--- src/rtl/serial_bit_feeder.sv ---
// Parallel-to-serial stage feeding the 1010 sequence detector: accepts WIDTH-bit
// words over valid/ready and shifts them out MSB-first, with an optional idle gap.
module serial_bit_feeder #(
   parameter int unsigned WIDTH    = 8,
   parameter int unsigned GAP      = 0,
   parameter logic        IDLE_BIT = 1'b1
) (
   input  logic             clk,
   input  logic             reset,
   input  logic [WIDTH-1:0] din,
   input  logic             din_valid,
   output logic             din_ready,
   output logic             sout,
   output logic             sout_valid,
   output logic             last_bit,
   output logic             busy
);

   localparam int unsigned CW = (WIDTH > 1) ? $clog2(WIDTH) : 1;
   localparam logic [CW-1:0] BIT_LOAD = CW'(WIDTH - 1);
   localparam logic [3:0]    GAP_LOAD = (GAP > 0) ? 4'(GAP - 1) : 4'd0;

   typedef enum logic [1:0] {
      ST_IDLE,
      ST_SHIFT,
      ST_GAP
   } state_t;

   state_t          state;
   state_t          state_nx;
   logic [WIDTH-1:0] sreg;
   logic [CW-1:0]    bitcnt;
   logic [3:0]       gapcnt;
   logic             bit0;
   logic             accept;

   assign bit0   = (bitcnt == '0);
   assign accept = din_valid && din_ready;

   // Ready is also raised on the bit-0 cycle when GAP is 0 so words stream seamlessly.
   always_comb begin
      din_ready = 1'b0;
      if (!reset) begin
         case (state)
            ST_IDLE:  din_ready = 1'b1;
            ST_SHIFT: din_ready = bit0 && (GAP == 0);
            default:  din_ready = 1'b0;
         endcase
      end
   end

   always_ff @(posedge clk) begin
      if (reset) begin
         state <= ST_IDLE;
      end else begin
         state <= state_nx;
      end
   end

   always_comb begin
      state_nx = state;
      case (state)
         ST_IDLE: begin
            if (accept) begin
               state_nx = ST_SHIFT;
            end
         end
         ST_SHIFT: begin
            if (bit0 && !accept) begin
               state_nx = (GAP > 0) ? ST_GAP : ST_IDLE;
            end
         end
         ST_GAP: begin
            if (gapcnt == '0) begin
               state_nx = ST_IDLE;
            end
         end
         default: state_nx = ST_IDLE;
      endcase
   end

   always_ff @(posedge clk) begin
      if (reset) begin
         sreg   <= '0;
         bitcnt <= '0;
         gapcnt <= '0;
      end else begin
         if (accept) begin
            sreg   <= din;
            bitcnt <= BIT_LOAD;
         end else if (state == ST_SHIFT) begin
            sreg <= {sreg[WIDTH-2:0], 1'b0};
            if (!bit0) begin
               bitcnt <= bitcnt - CW'(1);
            end
         end

         if ((state == ST_SHIFT) && bit0 && !accept && (GAP > 0)) begin
            gapcnt <= GAP_LOAD;
         end else if ((state == ST_GAP) && (gapcnt != '0)) begin
            gapcnt <= gapcnt - 4'd1;
         end
      end
   end

   always_comb begin
      sout       = IDLE_BIT;
      sout_valid = 1'b0;
      last_bit   = 1'b0;
      busy       = 1'b0;
      case (state)
         ST_SHIFT: begin
            sout       = sreg[WIDTH-1];
            sout_valid = 1'b1;
            last_bit   = bit0;
            busy       = 1'b1;
         end
         ST_GAP: begin
            busy = 1'b1;
         end
         default: ;
      endcase
   end

endmodule

--- config.mk ---
export PLATFORM = sky130hd
export DESIGN_NAME = serial_bit_feeder
export DESIGN_NICKNAME = d
export VERILOG_FILES = /design/src/rtl/serial_bit_feeder.sv
export SDC_FILE = /design/constraint.sdc
export NUM_CORES = 1
export LEC_CHECK = 0
export CAP_MARGIN = 40
export CORE_MARGIN = 1.5
export CORE_UTILIZATION = 35
export DETAILED_ROUTE_END_ITERATION = 8
export PLACE_DENSITY = 0.63
export SLEW_MARGIN = 5
export SYNTH_ARGS = -nofsm -noshare
export SYNTH_HDL_FRONTEND = slang
export SYNTH_SLANG_ARGS = --single-unit
--- constraint.sdc ---
create_clock -name clk -period 1.2 [get_ports clk]
set_input_delay 0.24 -clock clk [delete_from_list [all_inputs] [get_ports clk]]
set_output_delay 0.24 -clock clk [all_outputs]
set_load 0.005 [all_outputs]
==> results.tsv <==
stage	metric	value	unit
synth	Syn Std Cell Area	694	um^2
flow_run	max_cap viols	0	
route	DR vias	624	
min_path	worst min path class	reg -> reg	
sta	Worst Max-Slew Pin Slew	0.288	ns
sta	post-route minimum period	1.34	ns
finish	Antenna Cells	0	
cts	Worst-Skew Late Latency	0.27	ns
synth	sequential cell area fraction in the yosys report	34.6	%
pwr	internal power	0.000829	W
sta	PnR worst setup slack	-0.144	ns
finish	area of the multi-input gates	435	um^2
run_status	status	complete, but fails checks	
floorplanning	Die Y	47.5	um
cts	Clock transition at path regs	0.08	ns
route	Detailed Route WL	1530	um
floorplanning	DIE WIDTH	47.5	um
worst_setup_path	R2R Path End	sreg[6]	
route	DR pass1 iterations	2	
worst_setup_path	CP required	0.96	ns
route	residual DRC count	0	
worst_setup_path	WP data arrival	1.10	ns
cts	CTS tree	built	
synth	synthesis-stage register bit count	12	
pwr	PD cells	1110	nW/um^2
sta	RSZ-0062 raised after global routing	true	
sta	Max transition margin	80.7	%
synth	syn nets	87	
sta	# setup viols final	13	
floorplanning	placeable core area	1800	um^2
synth	Mean Syn Cell Area	9.38	um^2
floorplanning	# IOs	16	
global_routing	largest net degree at the start of global routing	14	
route	wire per inst	11.9	um
worst_setup_path	critical path class	reg -> out	
global_routing	initial antenna violation count	0	
finish	FF+latch area	246	um^2
worst_setup_path	Critical Path Fanout Max	3	
worst_setup_path	R2R Setup Slk	-0.11	ns
synth	Synth Instances	74	
worst_setup_path	Worst setup EP type	primary output	
floorplanning	Std-Cell Rows	15	
finish	area grow syn2layout	50.1	%
cts	CTS root buf	clkbuf_4	
global_routing	number of global-route vias before repair	560	
route	DRT iter0 DRCs	8	
finish	commonest non-fill, non-tap cell in the layout	buf_4	
floorplanning	die area	2260	um^2
placed_design	dpl cells	119	
worst_setup_path	Worst setup SP type	flop	
global_routing	grt ovf	0	
worst_setup_path	crit path from	bitcnt[0]	
sta	worst clock skew	0.00155	ns
pwr	Clock power frac	28.5	%
synth	post-synth cell types	22	
finish	fin area	1040	um^2
cts	CTS buffer count	3	
placed_design	GPL Wtd Cong	0.687	
cts	CTS HTree Levels	1	
worst_setup_path	Critical Path Sink	din_ready	
pwr	part of the power in registers	39.7	%
sta	ratio of final minimum period to clock period	112	%
finish	Cell Count, Final, Fillers Out	128	
finish	fin util	57.8	%
global_routing	gr usage total	15.7	%
finish	nets@finish	117	
placed_design	IO Port Bufs	15	
cts	clock buffer depth	2	
sta	final hold viol count	0	
pwr	Pleak	0.420	nW
sta	Fmax	744	MHz
finish	most frequent cells in the layout	buf_4, clkdlybuf4s50_1, nand2b_1, dfxtp_1	
finish	FILL cells	161	
floorplanning	Initial Util	38.5	%
pwr	sw power	0.000330	W
finish	fraction of layout cells with a size suffix above 1	47.6	%
worst_setup_path	Reg-to-Reg Start	bitcnt[0]	
pwr	combinational power share	31.8	%
route	Final ANT Viol Nets	0	
run_status	failing checks	setup timing	
worst_setup_path	Reg2Reg Depth	6	
placed_design	dpl cell area	927	um^2
pwr	Tot Pwr	0.00116	W
global_routing	first-pass GRT wire length	2480	um
pwr	sw frac	28.5	%
sta	Slew Limit Fails	0	
synth	Yosys warnings	0	
cts	clock sink total	12	
route	vias per cell	4.88	
placed_design	Post-DP HPWL	1040	um
placed_design	Setup WS pre-CTS	-0.335	ns
pwr	maximum vdd drop	610	uV
cts	Post-CTS Hold Buffers	0	
==> cell type report <==
type	instances	share of cell area (%)
clock buffers	4	3.48
inverters	4	1.44
multi-input cells	50	41.8
flip-flops and latches	12	23.6
well taps	25	3.00
repair buffers	33	26.7
==> how the worst min path moves through the flow <==
| stage | from | end | slack [ns] | cells after the start |
|---|---|---|---|---|
| finish | sreg[0] | sreg[0] | 0.47 | 2 |
| detailed placement | sreg[0] | sreg[0] | 0.46 | 2 |
| global placement | sreg[0] | sreg[0] | 0.45 | 2 |
| global route | sreg[0] | sreg[0] | 0.52 | 2 |
| floorplan | reset | bitcnt[1] | 0.31 | 1 |
| CTS | sreg[0] | sreg[0] | 0.47 | 2 |
==> sequential cells by signal (all words and copies together), names as in the netlist <==
signal  cells
sreg        8
state       1
bitcnt      3
==> per-layer routing <==
| layer | global-route usage [%] | vias to the layer above | routed length (um) |
|---|---|---|---|
| met1 | 20.7 | 293 | 729 |
| met3 | 3.40 | 4 | 29 |
| met5 | 0 | - | 0 |
| li1 | - | 315 | - |
| met4 | 8.11 | 0 | 49 |
| met2 | 24.1 | 12 | 718 |
==> through the flow <==
step | hold WS, ns | setup TNS (ns)
6_report | 0.468 | -1.19
5_1_grt | 0.517 | -2.11
4_1_cts | 0.473 | -1.21
3_5_place_dp | 0.461 | -3.52
3_3_place_gp | 0.449 | -3.29
2_1_floorplan | 0.312 | -0.00612
==> power groups by stage <==
stage | clock network [W] | logic, W | registers [W]
after floorplan | 0 | 0.000198 | 0.000462
after global placement | 0 | 0.000311 | 0.000470
after detailed placement | 0 | 0.000318 | 0.000470
after CTS | 0.000342 | 0.000351 | 0.000460
after global routing | 0.000357 | 0.000405 | 0.000465
final | 0.000330 | 0.000369 | 0.000460
==> repair_timing <==
action                     in CTS  in global routing
setup endpoints to repair      17                 17
buffers inserted                5                  0
gates resized for setup        31                  7
pin swaps                       3                  1
==> logic make-up (layout without fill, tap and decap cells) <==
kind of cell / Yosys count / count (layout) / share of synthesized area [%]
flip-flops: 12 / 12 / 34.6
adder cells (fa/ha/maj): 2 / 2 / 3.60
AND/OR/NAND/NOR: 17 / 17 / 14.6
buffers and inverters: 12 / 41 / 9.73
AO/OA/AOI/OAI: 24 / 24 / 27.4
multiplexers: 7 / 7 / 10.1
==> synth_stat cells (all sizes together) <==
cell type	number	area (um^2)
dfxtp	12	240
a21oi	11	55.1
mux2i	7	70.1
a211oi	9	103
a21bo	1	10.0
nand3	1	5.00
inv	4	15.0
nand2b	10	70.1
a31o	1	8.76
nand2	1	3.75
buf	8	52.5
or3	1	6.26
nor2	3	11.3
nor3	1	5.00
a311oi	1	8.76
ha	2	25.0
o21ai	1	5.00
==> worst max-delay path, cell delays in order, from the launching register on <==
cell and delay [ns]:
dfxtp_2 0.33, inv_2 0.07, ha_4 0.14, nand2b_4 0.06
a21oi_2 0.11, buf_2 0.12
No activity file was read; power rests on OpenSTA's default activity.
==> RTL change 1, RTL diff (config.mk and constraints unchanged) <==
Reset style: asynchronous (`reset`), changed in 2 clocked blocks.
--- a/src/rtl/serial_bit_feeder.sv
+++ b/src/rtl/serial_bit_feeder.sv
@@ -49,7 +49,7 @@
       end
    end
 
-   always_ff @(posedge clk) begin
+   always_ff @(posedge clk or posedge reset) begin
       if (reset) begin
          state <= ST_IDLE;
       end else begin
@@ -79,7 +79,7 @@
       endcase
    end
 
-   always_ff @(posedge clk) begin
+   always_ff @(posedge clk or posedge reset) begin
       if (reset) begin
          sreg   <= '0;
          bitcnt <= '0;
Behaviour: differs if reset is asserted again (counterexample within 4 cycles, from zero or initial values and one cycle with reset high); with reset held inactive, the same outputs for 10 cycles.
==> RTL change 1 against the original RTL <==
Critical endpoint is now sreg[6]. Area after synthesis is 4.1% lower. The run still ends with negative setup slack left. Sequential share of layout area is 2.4 points higher. Global-route usage is 0.73 points higher. Routed wire length is 3.1% lower. First-iteration DRC count is 63% lower. Final cell count is 4.7% lower. Cell area is 11% higher. Setup slack worse by 240 ps. Register-to-register slack worse by 270 ps. Clock skew is 1.6 ps higher. Core utilization is 7.7 points higher. Sequential cell count stayed put.
Power is not compared: it rests on default switching activity, and its combinational part moved more than twofold at a synthesized area within 25%.
==> RTL change 1: results (changes against the original RTL) <==
[run_status]
status=finished with violations  ; unchanged
violations=negative setup slack  ; unchanged

[setup_path]
slowest_stage=dfrtp_1  ; was dfxtp_2
worst-path-max-fanout=4  ; was 3
rr_endpoint=sreg[6]  ; unchanged
max_stage_delay_ps=400  ; was 330 ps
r2r_cells=7  ; was 6
rr_startpoint=bitcnt[0]  ; unchanged

[timing]
clock_skew_ps=3.143  ; was 1.552 ps
layout_setup_ws_ps=-380.6  ; was -143.7 ps
setup_viol=16  ; was 13
worst_slew_pin_slew_ps=201.1  ; was 288.5 ps
final.setup.tns_ps=-4579  ; was -1190 ps

[synth]
avgSynthCellArea_sq_um=12.33  ; was 9.384 sq um
seq_area_frac_synth_pct=45.11  ; was 34.59%
synthMuxAreaShare_pct=25.94  ; was 10.09%
synthAdderAreaFrac_pct=3.759  ; was 3.604%
synth_common_cells=14 x mux2_2, 12 x dfrtp_1, 3 x inv_1, 3 x nand2_1  ; was 12 x dfxtp_1, 11 x a21oi_1, 9 x nand2b_1, 7 x a211oi_2, 7 x mux2i_1
synth_cell_types=19  ; was 22
synth-compound-area-share_pct=6.579  ; was 27.39%
synth_top_area_share_pct=45.11  ; was 34.59%
async_flop_share_pct=100.0  ; was 0%

[placement]
dp_hpwl_um=920.7  ; was 1038 um
gp_congestion=0.6996  ; was 0.6874
place_area_sq_um=968.4  ; was 927.1 sq um

[global_route]
grt_pass1_wl_um=2346  ; was 2484 um
grt_pass1_vias=535  ; was 560
grt_max_degree=13  ; was 14
grtUsageMet2_pct=26.11  ; was 24.05%
grt_use_total_pct=16.43  ; was 15.69%
met3_usage_pct=2.353  ; was 3.396%

[final_layout]
n_fill_cell=139  ; was 161

[route]
first_iter_violations=3  ; was 8
wl_met3_um=38  ; was 29 um
wl_met1_um=642  ; was 729 um
vias=549  ; was 624

-- RTL change 1: cell type report --
cell class | count | area (sq um) | share of cell area (%)
clock buffers | 4 | 36.28 | 3.139
inverters | 3 | 11.26 | 0.9740
multi-input cells | 35 | 386.6 | 33.44
flip-flops and latches | 12 | 301.5 | 26.08
well taps | 25 | 31.28 | 2.706
repair buffers | 43 | 389.1 | 33.66
-- RTL change 1: how the worst max path moves through the flow --
stage | endpoint | start | slack (ps)
after CTS | sreg[3] | bitcnt[0] | -340
final | sreg[6] | bitcnt[0] | -380
after detailed placement | sreg[0] | reset | -430
after global routing | sreg[0] | bitcnt[0] | -430
after floorplan | sreg[0] | bitcnt[1] | -170
after global placement | last_bit | bitcnt[1] | -420
-- RTL change 1: what timing repair did --
action	4_1_cts	5_1_grt
gates cloned	0	0
hold endpoints to repair	0	0
pin swaps	3	4
gates resized for setup	36	3
endpoints found under the setup margin	16	16
setup buffers	12	3
==> RTL change 2, RTL diff (same flow settings) <==
Without the edit above. Change the parameter `WIDTH` from 8 to 16.
--- a/src/rtl/serial_bit_feeder.sv
+++ b/src/rtl/serial_bit_feeder.sv
@@ -1,7 +1,7 @@
 // Parallel-to-serial stage feeding the 1010 sequence detector: accepts WIDTH-bit
 // words over valid/ready and shifts them out MSB-first, with an optional idle gap.
 module serial_bit_feeder #(
-   parameter int unsigned WIDTH    = 8,
+   parameter int unsigned WIDTH    = 16,
    parameter int unsigned GAP      = 0,
    parameter logic        IDLE_BIT = 1'b1
 ) (
Ports: changed (resized din); port bits go from 16 to 24. The function was not compared with the original's and may differ.
==> RTL change 2 against the original RTL <==
The run still ends with negative setup slack left. Sequential cell count increased by 9. Area after synthesis increased by 56%. Power increased by 63%. Cell area increased by 67%. Setup slack got worse by 330 ps. Routed wire length increased by 110%. Clock skew increased by 4.8 ps. Via count increased by 70%. Fmax decreased by 20%. Die area increased by 52%. Count of clock-buffer cells in the layout decreased by 1. Critical path depth increased by 2.
==> RTL change 2: results (changes against the original RTL) <==
[route]
wl_per_cell_um=16.62  ; was 11.93 um
vias=1059  ; was 624
routed_via_density=5.574  ; was 4.875
first_iter_violations=20  ; was 8
first_pass_iters=4  ; was 2

[timing]
clock_skew_ps=6.346  ; was 1.552 ps
relSlewSlack_pct=74.66  ; was 80.65%
setup_viol=25  ; was 13
layout_setup_ws_ps=-477.7  ; was -143.7 ps

[clock_tree]
path_clk_slew_ps=130  ; was 80 ps
clk_latency_ps=310  ; was 270 ps

[placement]
place_ws_ps=-675.1  ; was -335.3 ps
dp_hpwl_um=1795  ; was 1038 um
gp_congestion=0.8161  ; was 0.6874
portBuffers=23  ; was 15
place_area_sq_um=1466  ; was 927.1 sq um

[final_layout]
largest_registers=sreg: 16 flops, bitcnt: 4 flops, state: 1 flops  ; was sreg: 8 flops, bitcnt: 3 flops, state: 1 flops
final_net_count=178  ; was 117

[global_route]
grt_pass1_vias=995  ; was 560
grt_max_degree=22  ; was 14
grt_use_total_pct=17.63  ; was 15.69%
grt_pass1_wl_um=4664  ; was 2484 um

[synth]
synth_common_cells=21 x dfxtp_1, 16 x a21oi_1, 15 x mux2i_1, 13 x o221a_1, 6 x a211oi_1  ; was 12 x dfxtp_1, 11 x a21oi_1, 9 x nand2b_1, 7 x a211oi_2, 7 x mux2i_1
synth_cell_types=26  ; was 22
synth_area_leaders=dfxtp_1 39%, mux2i_1 14%, o221a_1 13%  ; was dfxtp_1 35%, a211oi_2 13%, mux2i_1 10%
synth_nets=123  ; was 87

[run_status]
status=finished with violations  ; unchanged
violations=negative setup slack  ; unchanged

[setup_path]
reg2reg_slack_ps=-420  ; was -110 ps
worst-path-max-fanout=2  ; was 3
cpLargestDelayFamily=simple AND/OR/NAND/NOR gates  ; was flip-flops
crit_arrival_ps=1440  ; was 1100 ps

[power]
leakagePower_nw=0.6893  ; was 0.4201 nW

[min_path]
hold_class=in -> reg  ; was reg -> reg

[RTL change 2: cell types whose count changed after synthesis, sizes merged, moves of 2 or more]
cell / unedited run / this run
a21oi: 11 / 16
dfxtp: 12 / 21
buf: 8 / 6
a211oi: 9 / 6
clkbuf: 0 / 3
nand2b: 10 / 1
nor2: 3 / 5
mux2i: 7 / 15
o221a: 0 / 15
[RTL change 2: cell families after synthesis]
| kind of cell | Yosys count | synth area share [%] |
|---|---|---|
| and+or+nand+nor | 10 | 6.337 |
| adders and majority gates | 1 | 1.152 |
| xor gates and xnor gates | 1 | 0.8066 |
| DFF | 21 | 38.71 |
| buffers and inverters | 13 | 7.258 |
| AOI/OAI and AO/OA | 41 | 30.88 |
| muxes | 16 | 14.86 |
[RTL change 2: what timing repair did]
item | CTS | global route
endpoints found under the setup margin | 25 | 26
resized for setup | 47 | 8
buffers inserted | 11 | 4
gates cloned | 1 | 1
pin swaps | 14 | 20
[RTL change 2: metal layers]
metal  share of wire, %  global-route usage, %  vias to the layer above
met5                  0                      0                        -
met2                 51                  31.94                       23
met3                3.6                  3.956                        2
met1                 45                  21.62                      520
li1                   -                      -                      514
met4               0.25                  2.922                        0
[RTL change 2: layout make-up]
class	instances	area, sq um
clock buffers	3	22.52
clock inverters	1	5.005
fillers	262	1257
inverters	4	15.01
multi-input cells	70	700.7
flip-flops and latches	21	426.7
well taps	33	41.29
repair buffers	58	534.3
[RTL change 2: how the worst min path moves through the flow]
stage | from | end | slack [ps] | cells after the start
floorplan | reset | bitcnt[3] | 390 | 2
global route | din[9] | sreg[9] | 550 | 2
global placement | bitcnt[0] | bitcnt[0] | 530 | 2
CTS | din[9] | sreg[9] | 550 | 2
finish | din[9] | sreg[9] | 560 | 2
detailed placement | sreg[13] | sreg[14] | 540 | 1
[RTL change 2: report_power, final]
| part | leakage (nW) | switching, mW | internal, mW |
|---|---|---|---|
| logic | 0.496 | 0.303 | 0.407 |
| registers | 0.175 | 0.0569 | 0.770 |
| clock network | 0.0177 | 0.230 | 0.125 |
[RTL change 2: through the flow]
stage	hold WS [ps]	setup TNS (ps)	power, mW	util (%)
after detailed placement	536.7	-13070	1.349	48.83
after global routing	551.8	-10010	1.966	58.13
final	558.4	-8964	1.891	58.13
after CTS	548.3	-8335	1.841	56.08
after floorplan	389.6	-2022	1.132	-
after global placement	532.8	-11970	1.335	48.83
